[src/rtl/pa_noc.sv]
// -----------------------------------------------------------------------------
// pa_noc : shared definitions for the NoC APB network interface.
//   - APB address/data widths and mesh coordinate width
//   - request/response packet width, field offsets and packed layout
//   - APB address bits carrying the destination row/column
// -----------------------------------------------------------------------------
package pa_noc;

   localparam int APB_ADDR_W       = 32;
   localparam int APB_DATA_W       = 32;
   localparam int COORD_W          = 2;
   localparam int APB_PACKET_WIDTH = 76;

   // Field offsets inside a packet (LSB positions / single-bit positions)
   localparam int PKT_DST_COL_LSB = 0;
   localparam int PKT_DST_ROW_LSB = 2;
   localparam int PKT_SRC_COL_LSB = 4;
   localparam int PKT_SRC_ROW_LSB = 6;
   localparam int PKT_VALID_BIT   = 8;
   localparam int PKT_RSP_BIT     = 9;
   localparam int PKT_WRITE_BIT   = 10;
   localparam int PKT_SLVERR_BIT  = 11;
   localparam int PKT_ADDR_LSB    = 12;
   localparam int PKT_DATA_LSB    = 44;

   // Destination coordinates carried in the APB address
   localparam int ADDR_ROW_MSB = 31;
   localparam int ADDR_ROW_LSB = 30;
   localparam int ADDR_COL_MSB = 29;
   localparam int ADDR_COL_LSB = 28;

   // Packed view of a packet, MSB first
   typedef struct packed {
      logic [APB_DATA_W-1:0] data;
      logic [APB_ADDR_W-1:0] addr;
      logic                  slverr;
      logic                  write;
      logic                  response;
      logic                  valid;
      logic [COORD_W-1:0]    src_row;
      logic [COORD_W-1:0]    src_col;
      logic [COORD_W-1:0]    dst_row;
      logic [COORD_W-1:0]    dst_col;
   } apbPacket_t;

endpackage

[src/rtl/ni_packer.sv]
// -----------------------------------------------------------------------------
// ni_packer : combinational packet packer/unpacker.
// Ports:
//   valid, response, write, slverr  in   header flags of the outgoing packet
//   dst_row, dst_col, src_row, src_col in coordinates of the outgoing packet
//   addr, data                      in   payload of the outgoing packet
//   pkt                             out  packed outgoing packet
//   raw                             in   raw incoming packet
//   fields                          out  incoming packet split into fields
// -----------------------------------------------------------------------------
module ni_packer
   import pa_noc::*;
(
   input  logic                        valid,
   input  logic                        response,
   input  logic                        write,
   input  logic                        slverr,
   input  logic [COORD_W-1:0]          dst_row,
   input  logic [COORD_W-1:0]          dst_col,
   input  logic [COORD_W-1:0]          src_row,
   input  logic [COORD_W-1:0]          src_col,
   input  logic [APB_ADDR_W-1:0]       addr,
   input  logic [APB_DATA_W-1:0]       data,
   output logic [APB_PACKET_WIDTH-1:0] pkt,
   input  logic [APB_PACKET_WIDTH-1:0] raw,
   output apbPacket_t                  fields
);

   always_comb begin
      pkt                                = '0;
      pkt[PKT_DST_COL_LSB +: COORD_W]    = dst_col;
      pkt[PKT_DST_ROW_LSB +: COORD_W]    = dst_row;
      pkt[PKT_SRC_COL_LSB +: COORD_W]    = src_col;
      pkt[PKT_SRC_ROW_LSB +: COORD_W]    = src_row;
      pkt[PKT_VALID_BIT]                 = valid;
      pkt[PKT_RSP_BIT]                   = response;
      pkt[PKT_WRITE_BIT]                 = write;
      pkt[PKT_SLVERR_BIT]                = slverr;
      pkt[PKT_ADDR_LSB +: APB_ADDR_W]    = addr;
      pkt[PKT_DATA_LSB +: APB_DATA_W]    = data;
   end

   assign fields = apbPacket_t'(raw);

endmodule

[src/rtl/network_interface.sv]
// -----------------------------------------------------------------------------
// network_interface : requester-side NI between a local APB requester and the
// router of the same grid node. One APB transfer at a time is turned into a
// single-cycle request packet; the matching response completes the transfer.
//
// Optional feature: define NOC_NI_TIMEOUT_EN to enable the response timeout
// (TIMEOUT_CYCLES WAIT cycles, then completion with o_pslverr=1).
//
// Ports:
//   i_clk, i_arst_n                    clock, async active-low reset
//   i_psel, i_penable, i_pwrite        APB control
//   i_paddr, i_pwdata                  APB address ([31:30] row, [29:28] col) / write data
//   o_pready, o_prdata, o_pslverr      APB completion
//   o_reqPacket                        request packet to router local input
//   i_rspPacket                        packet from router local output
// -----------------------------------------------------------------------------
module network_interface
   import pa_noc::*;
#(
   parameter int GRID_WIDTH     = 4,
   parameter int NODE_ROW       = 0,
   parameter int NODE_COL       = 0,
   parameter int TIMEOUT_CYCLES = 256
) (
   input  logic                        i_clk,
   input  logic                        i_arst_n,
   input  logic                        i_psel,
   input  logic                        i_penable,
   input  logic                        i_pwrite,
   input  logic [APB_ADDR_W-1:0]       i_paddr,
   input  logic [APB_DATA_W-1:0]       i_pwdata,
   output logic                        o_pready,
   output logic [APB_DATA_W-1:0]       o_prdata,
   output logic                        o_pslverr,
   output logic [APB_PACKET_WIDTH-1:0] o_reqPacket,
   input  logic [APB_PACKET_WIDTH-1:0] i_rspPacket
);

   typedef enum logic [1:0] {
      ST_IDLE,
      ST_SEND,
      ST_WAIT,
      ST_DONE
   } state_t;

   localparam logic [COORD_W-1:0] MY_ROW = COORD_W'(NODE_ROW);
   localparam logic [COORD_W-1:0] MY_COL = COORD_W'(NODE_COL);

   state_t                        state_q, state_d;
   logic [COORD_W-1:0]            cap_row, cap_col;
   logic [APB_PACKET_WIDTH-1:0]   req_pkt;
   apbPacket_t                    rsp;
   logic                          start, self_addr, accept, timeout;
   logic [COORD_W-1:0]            dst_row, dst_col;

   assign dst_row   = i_paddr[ADDR_ROW_MSB:ADDR_ROW_LSB];
   assign dst_col   = i_paddr[ADDR_COL_MSB:ADDR_COL_LSB];
   assign start     = (state_q == ST_IDLE) && i_psel && i_penable;
   assign self_addr = (dst_row == MY_ROW) && (dst_col == MY_COL);

   // The request is built straight from the APB inputs and registered at the
   // capture edge, so it appears on o_reqPacket exactly during SEND.
   ni_packer u_packer (
      .valid    (1'b1),
      .response (1'b0),
      .write    (i_pwrite),
      .slverr   (1'b0),
      .dst_row  (dst_row),
      .dst_col  (dst_col),
      .src_row  (MY_ROW),
      .src_col  (MY_COL),
      .addr     (i_paddr),
      .data     (i_pwrite ? i_pwdata : '0),
      .pkt      (req_pkt),
      .raw      (i_rspPacket),
      .fields   (rsp)
   );

   assign accept = (state_q == ST_WAIT) && rsp.valid && rsp.response &&
                   (rsp.dst_row == MY_ROW) && (rsp.dst_col == MY_COL) &&
                   (rsp.src_row == cap_row) && (rsp.src_col == cap_col);

   // The router echoes address/write fields we never need to inspect.
   logic unused_rsp;
   assign unused_rsp = ^{rsp.addr, rsp.write};

`ifdef NOC_NI_TIMEOUT_EN
   localparam int CNT_W = (TIMEOUT_CYCLES > 2) ? $clog2(TIMEOUT_CYCLES) : 1;
   logic [CNT_W-1:0] to_cnt;

   // Held at zero outside WAIT, so it is cleared on every entry to WAIT.
   always_ff @(posedge i_clk or negedge i_arst_n) begin
      if (!i_arst_n)
         to_cnt <= '0;
      else if (state_q != ST_WAIT)
         to_cnt <= '0;
      else
         to_cnt <= to_cnt + 1'b1;
   end

   // A response accepted in the expiry cycle takes priority.
   assign timeout = (state_q == ST_WAIT) && !accept &&
                    (to_cnt == CNT_W'(TIMEOUT_CYCLES - 1));

   logic unused_cfg;
   assign unused_cfg = (GRID_WIDTH == 0);
`else
   assign timeout = 1'b0;

   logic unused_cfg;
   assign unused_cfg = (GRID_WIDTH == 0) || (TIMEOUT_CYCLES == 0);
`endif

   always_ff @(posedge i_clk or negedge i_arst_n) begin
      if (!i_arst_n)
         state_q <= ST_IDLE;
      else
         state_q <= state_d;
   end

   always_comb begin
      state_d = state_q;
      case (state_q)
         ST_IDLE: if (start) state_d = self_addr ? ST_DONE : ST_SEND;
         ST_SEND: state_d = ST_WAIT;
         ST_WAIT: if (accept || timeout) state_d = ST_DONE;
         ST_DONE: state_d = ST_IDLE;
         default: state_d = ST_IDLE;
      endcase
   end

   // Destination capture; only needed for response matching.
   always_ff @(posedge i_clk) begin
      if (start) begin
         cap_row <= dst_row;
         cap_col <= dst_col;
      end
   end

   always_ff @(posedge i_clk or negedge i_arst_n) begin
      if (!i_arst_n) begin
         o_reqPacket <= '0;
         o_prdata    <= '0;
         o_pslverr   <= 1'b0;
      end else begin
         o_reqPacket <= (start && !self_addr) ? req_pkt : '0;
         if (start && self_addr) begin
            o_prdata  <= '0;
            o_pslverr <= 1'b1;
         end else if (accept) begin
            o_prdata  <= rsp.data;
            o_pslverr <= rsp.slverr;
         end else if (timeout) begin
            o_prdata  <= '0;
            o_pslverr <= 1'b1;
         end else if (state_q == ST_DONE) begin
            o_prdata  <= '0;
            o_pslverr <= 1'b0;
         end
      end
   end

   assign o_pready = (state_q == ST_DONE);

endmodule

[config.mk]
export PLATFORM = sky130hd
export DESIGN_NAME = network_interface
export DESIGN_NICKNAME = d
export VERILOG_FILES = /design/src/rtl/pa_noc.sv /design/src/rtl/ni_packer.sv /design/src/rtl/network_interface.sv
export SDC_FILE = /design/constraint.sdc
export NUM_CORES = 1
export LEC_CHECK = 0
export ABC_CLOCK_PERIOD_IN_PS = 2000
export CAP_MARGIN = 20
export CORE_AREA = 2 2 119 121
export DETAILED_ROUTE_END_ITERATION = 6
export DIE_AREA = 0 0 121 123
export GPL_TIMING_DRIVEN = 0
export MAX_ROUTING_LAYER = met4
export PLACE_DENSITY_LB_ADDON = 0.1
export SYNTH_ARGS = -nofsm -noshare
export SYNTH_HDL_FRONTEND = slang
export SYNTH_HIERARCHICAL = 1
export SYNTH_SLANG_ARGS = --single-unit
[constraint.sdc]
create_clock -name i_clk -period 2 [get_ports i_clk]
set_input_delay 0.4 -clock i_clk [delete_from_list [all_inputs] [get_ports i_clk]]
set_output_delay 0.4 -clock i_clk [all_outputs]
set_load 0.01 [all_outputs]
Word-level counts from Yosys, hierarchy flattened
Index checks and enable logic that the tools add are counted.

word-level totals
  memory bits (writable) = 0
  logic and storage cells = 44
  output and inout port bits = 110
  register bits after elaboration = 115
  memories kept = 0
  bits in latches = 0
  bits in read-only memories = 0

operators by class
  add/sub/neg operators = 0
  order comparisons = 0
  multiplexer cells = 12
  equal/unequal tests = 7
  divide/modulo/power cells = 0
  shift operators = 0
  $mul = 0
  reductions and logical operators = 19
  bitwise logic cells = 0

operators with widths
  kind                  number
  $mux W32              4
  $mux W76              1
  $logic_and A1 B1 Y1   11
  $logic_not A2 Y1      5
  $pmux W2 S4           1
  $mux W2               3
  $eq A2 B2 Y1          2
  $eq A2 B2 Y1 const B  2
  $ne A2 B2 Y1 const B  2
  $mux W1               3
  $reduce_bool A3 Y1    1
  $eq A2 B1 Y1 const B  1
  $reduce_and A2 Y1     1
  $logic_not A1 Y1      1

Longest topological paths before layout
  depth after elaboration = 9
  mapped depth = 8
  depth with buffers taken out = 5

Modules after synthesis
Netlist, hierarchy kept.

modules (own cells, without submodules)
  module             area each (um2)  instances  cells each
  network_interface  4439.3           1          373
  ni_packer          1141.1           1          152

Least setup slack after synthesis
Ideal clock, no wire load.

  kind = register -> register
  from = reg state_q[0]
  to = reg o_reqPacket[35]
  stages on the path, launching flop included = 8
  buffers on the path = 2
  setup time = 66 ps
  data arrival time = 1608 ps
  path slack = 326 ps
  required time = 1934 ps
  cell sequence = dfrtp_1 -> inv_1 -> ha_1 -> and3_1 -> nor2b_1 -> buf_2 -> clkbuf_1 -> and2_1

on the way
  word-level cells in the longest chain between the ends = 5

ends and longest elaborated chain
  item                               line                      source
  start, declared                    network_interface.sv:49   state_t state_q, state_d;
  start signal, assigned             network_interface.sv:118  state_q <= state_d;
  $logic_not A2 Y1                   network_interface.sv:58   assign start = (state_q == ST_IDLE) && i_psel && i_penable;
  $logic_and A1 B1 Y1 (2 in series)  network_interface.sv:58
  $logic_and A1 B1 Y1                network_interface.sv:146  o_reqPacket <= (start && !self_addr) ? req_pkt : '0;
  $mux W76                           network_interface.sv:146
  end signal, assigned               network_interface.sv:146
  end, declared                      network_interface.sv:35   output logic [APB_PACKET_WIDTH-1:0] o_reqPacket,

No other way between the ends.
A chain may end at the register's enable or synchronous reset.

Worst setup path after layout
  from = reg cap_col[1]
  to = reg o_prdata[10]

on the way
  word-level cells in the longest chain between the ends = 4

ends and longest elaborated chain
  item                     line                      source
  start, declared          network_interface.sv:50   logic [COORD_W-1:0] cap_row, cap_col;
  start signal, assigned   network_interface.sv:136  cap_col <= dst_col;
  $eq A2 B2 Y1 (*)         network_interface.sv:81   (rsp.src_row == cap_row) && (rsp.src_col == cap_col);
  $logic_and A1 B1 Y1 (*)  network_interface.sv:81
  $mux W32                 network_interface.sv:150  end else if (accept) begin
  $mux W32                 network_interface.sv:147  if (start && self_addr) begin
  end signal, assigned     network_interface.sv:151  o_prdata <= rsp.data;
  end, declared            network_interface.sv:33   output logic [APB_DATA_W-1:0] o_prdata,

Every way passes the cells marked *; elsewhere a longest branch is shown, timed or not.

==> results by group <==
Global route
  – Largest net degree at the start of global routing: 59
  – Initial antenna violation count: 0
  – Global-route usage over all layers: 16.9%
  – Overflow left after global routing: 0
  – Global-route wire length before repair: 18.4 mm
  – Vias in the first global route: 3,702

Clocking
  – Max H-tree Level: 4
  – Clock insertion delay at the later pin of the skew report: 410 ps
  – Clock tree from TritonCTS: done
  – Clk slew on worst S/H paths: 50 ps
  – CTS buffer count: 17
  – Clock buffer depth: 2
  – Root Buffer Master: clkbuf_16
  – Sinks on the clock net: 115

Critical path
  – Maximum cell stage delay along the critical path: 380 ps
  – Kind of critical path: flop to flop
  – Register-to-register path setup slack: 160 ps
  – Launch point of the worst reg-to-reg path: cap_col[1]$_DFFE_PN_
  – Launching element type of the critical path: flop
  – Cells traversed along the worst timing path: xor2_1 > nor4_2 > nand4_1 > clkbuf_1 > nand3b_1 > a21oi_1
  – CP required: 2290 ps
  – Endpoint type of the worst setup path: flop
  – Biggest fanout along the worst timing path: 10
  – Worst setup startpoint: cap_col[1]$_DFFE_PN_
  – Critical Path Slowest Stage Cell: edfxtp_1
  – Data arrival time of the critical path: 2130 ps

Timing
  – Final min period: 1840 ps
  – Share of the cycle needed by the critical path after routing: 92.1%
  – Final worst clock skew: 4.48 ps
  – Max_slew headroom: 51.9%
  – Setup repair after global routing missed its margin: yes
  – Fmax: 543 MHz
  – Count of endpoints failing hold in the final timing report: 0
  – Final max-slew violation count: 0
  – Setup-failing EPs final: 0
  – Worst Setup Slack, final: 159 ps
  – Slew @ Worst Pin: 722 ps

Placement
  – Placed instance area: 7100 um^2
  – Pre-CTS WS: -656 ps
  – Detailed-placement wirelength estimate: 8.69 mm
  – Buffers on Ports: 150
  – Final GP Congestion: 0.717
  – Placed cell count: 828

Drt
  – Count of nets left with antenna violations after detail routing: 0
  – DRT Wirelength: 11.6 mm
  – Mean routed wirelength per cell: 13.5 um
  – Total number of vias: 3,663
  – Number of optimization iterations in the first detailed-route pass: 4
  – Initial DRC count: 200
  – Post-DR vias/cell: 4.26
  – DRC violation count after routing: 0

Yosys
  – Per-instance average area after synthesis: 10.8 um^2
  – Cell area after technology mapping: 5330 um^2
  – Count of mapped cells out of synthesis: 492
  – Synthesis Warnings: 6

Cells and area
  – Post-route non-filler standard cell count: 860
  – Share of layout cells above drive strength 1: 24.3%
  – Share of the core filled with cells in the final layout: 56.4%
  – P&R area growth vs syn: 44.0%
  – Final net count: 817
  – Highest-count cells in the layout ignoring fill and taps: clkdlybuf4s50_1, buf_4, dfrtp_1
  – Most common library cell in the layout ignoring fill and taps: clkdlybuf4s50_1
  – Antenna fix cells: 0
  – Fin area: 7680 um^2

Power
  – Switching share of power: 23.6%
  – Clock Power Share: 41.8%
  – Power density over the cells: 818 nW/um^2
  – Total power of the final layout: 6.28 mW
  – Sequential group share of total power: 40.4%
  – Int Power: 4.80 mW
  – Combinational share of power: 17.9%
  – Leakage: 3.62 nW
  – Sw Pwr: 1.48 mW
  – IR drop worst, VDD: 464 uV

Die
  – Die Y: 123 um
  – Die Span X: 121 um
  – Row cnt: 43
  – Die area: 14,900 um^2
  – Core box area: 13,600 um^2
  – Initial Utilization: 39.2%
  – Number of I/O pins: 255

Worst hold path
  – Class of the worst hold path: primary input to asynchronous set/reset pin

Flow run
  – Max capacitance violation total: 0

Run status
  – Status: finished, final reports clean
[cell type report]
type / count / area [um^2]
Multi-Input combinational cell: 236 / 1470
Inverter: 2 / 7.51
Sequential cell: 115 / 2900
Fill cell: 1227 / 5930
Clock buffer: 25 / 485
Tap cell: 180 / 225
Clock inverter: 6 / 30.0
Buffer: 144 / 1030
Timing Repair Buffer: 152 / 1540
[power by group through the flow]
stage	Sequential (mW)	Combinational [mW]	Clock, mW
after floorplan	2.62	0.571	0
after CTS	2.53	1.14	2.69
after global placement	2.56	1.09	0
after detailed placement	2.57	1.12	0
final	2.54	1.12	2.62
after global routing	2.55	1.23	2.82
[sequential cells by signal (all words and copies together), names as in the netlist]
name         flops
o_prdata        32
cap_col          2
cap_row          2
o_pslverr        1
o_reqPacket     76
state_q          2
[metal layers]
layer  track usage, %  share of wire, %  up-vias
met4             7.19               1.8        0
met2             26.9                50      133
met3             8.44                11       21
met5                -                 0        -
met1             17.9                38     1726
li1                 -                 -     1783
[per-stage QoR]
step                      hold slack [ps]  setup TNS (ps)
final                                40.7               0
after global routing                 93.4           -66.8
after CTS                            66.8            -362
after detailed placement              508          -50670
after global placement                510         -468780
after floorplan                       104               0
[worst paths after layout]
path / to / cells after the start
setup / recovery: o_prdata[10]$_DFFE_PN0P_ / 6
hold / removal: o_prdata[14]$_DFFE_PN0P_ / 1
setup reg to reg: o_prdata[10]$_DFFE_PN0P_ / 6
hold reg to reg: o_prdata[19]$_DFFE_PN0P_ / 2
max in group asynchronous: o_reqPacket[34]$_DFF_PN0_ / 2
min in group i_clk: o_reqPacket[16]$_DFF_PN0_ / 2
[what timing repair did]
item	in CTS	in global routing
pin swaps	0	1
hold buffers	0	0
gates cloned	0	0
endpoints found under the hold margin	0	0
endpoints found under the setup margin	75	71
gates resized for setup	11	11
buffers inserted	0	1
[critical path, delay by kind of cell (launching register included)]
family                 cells  cell delay [ps]
flip-flops                 1              380
AND/OR/NAND/NOR            3              770
AO/OA/AOI/OAI              1               70
buffers and inverters      1              330
XOR/XNOR                   1              180
Note: power is estimated with default switching activity, not from simulation.
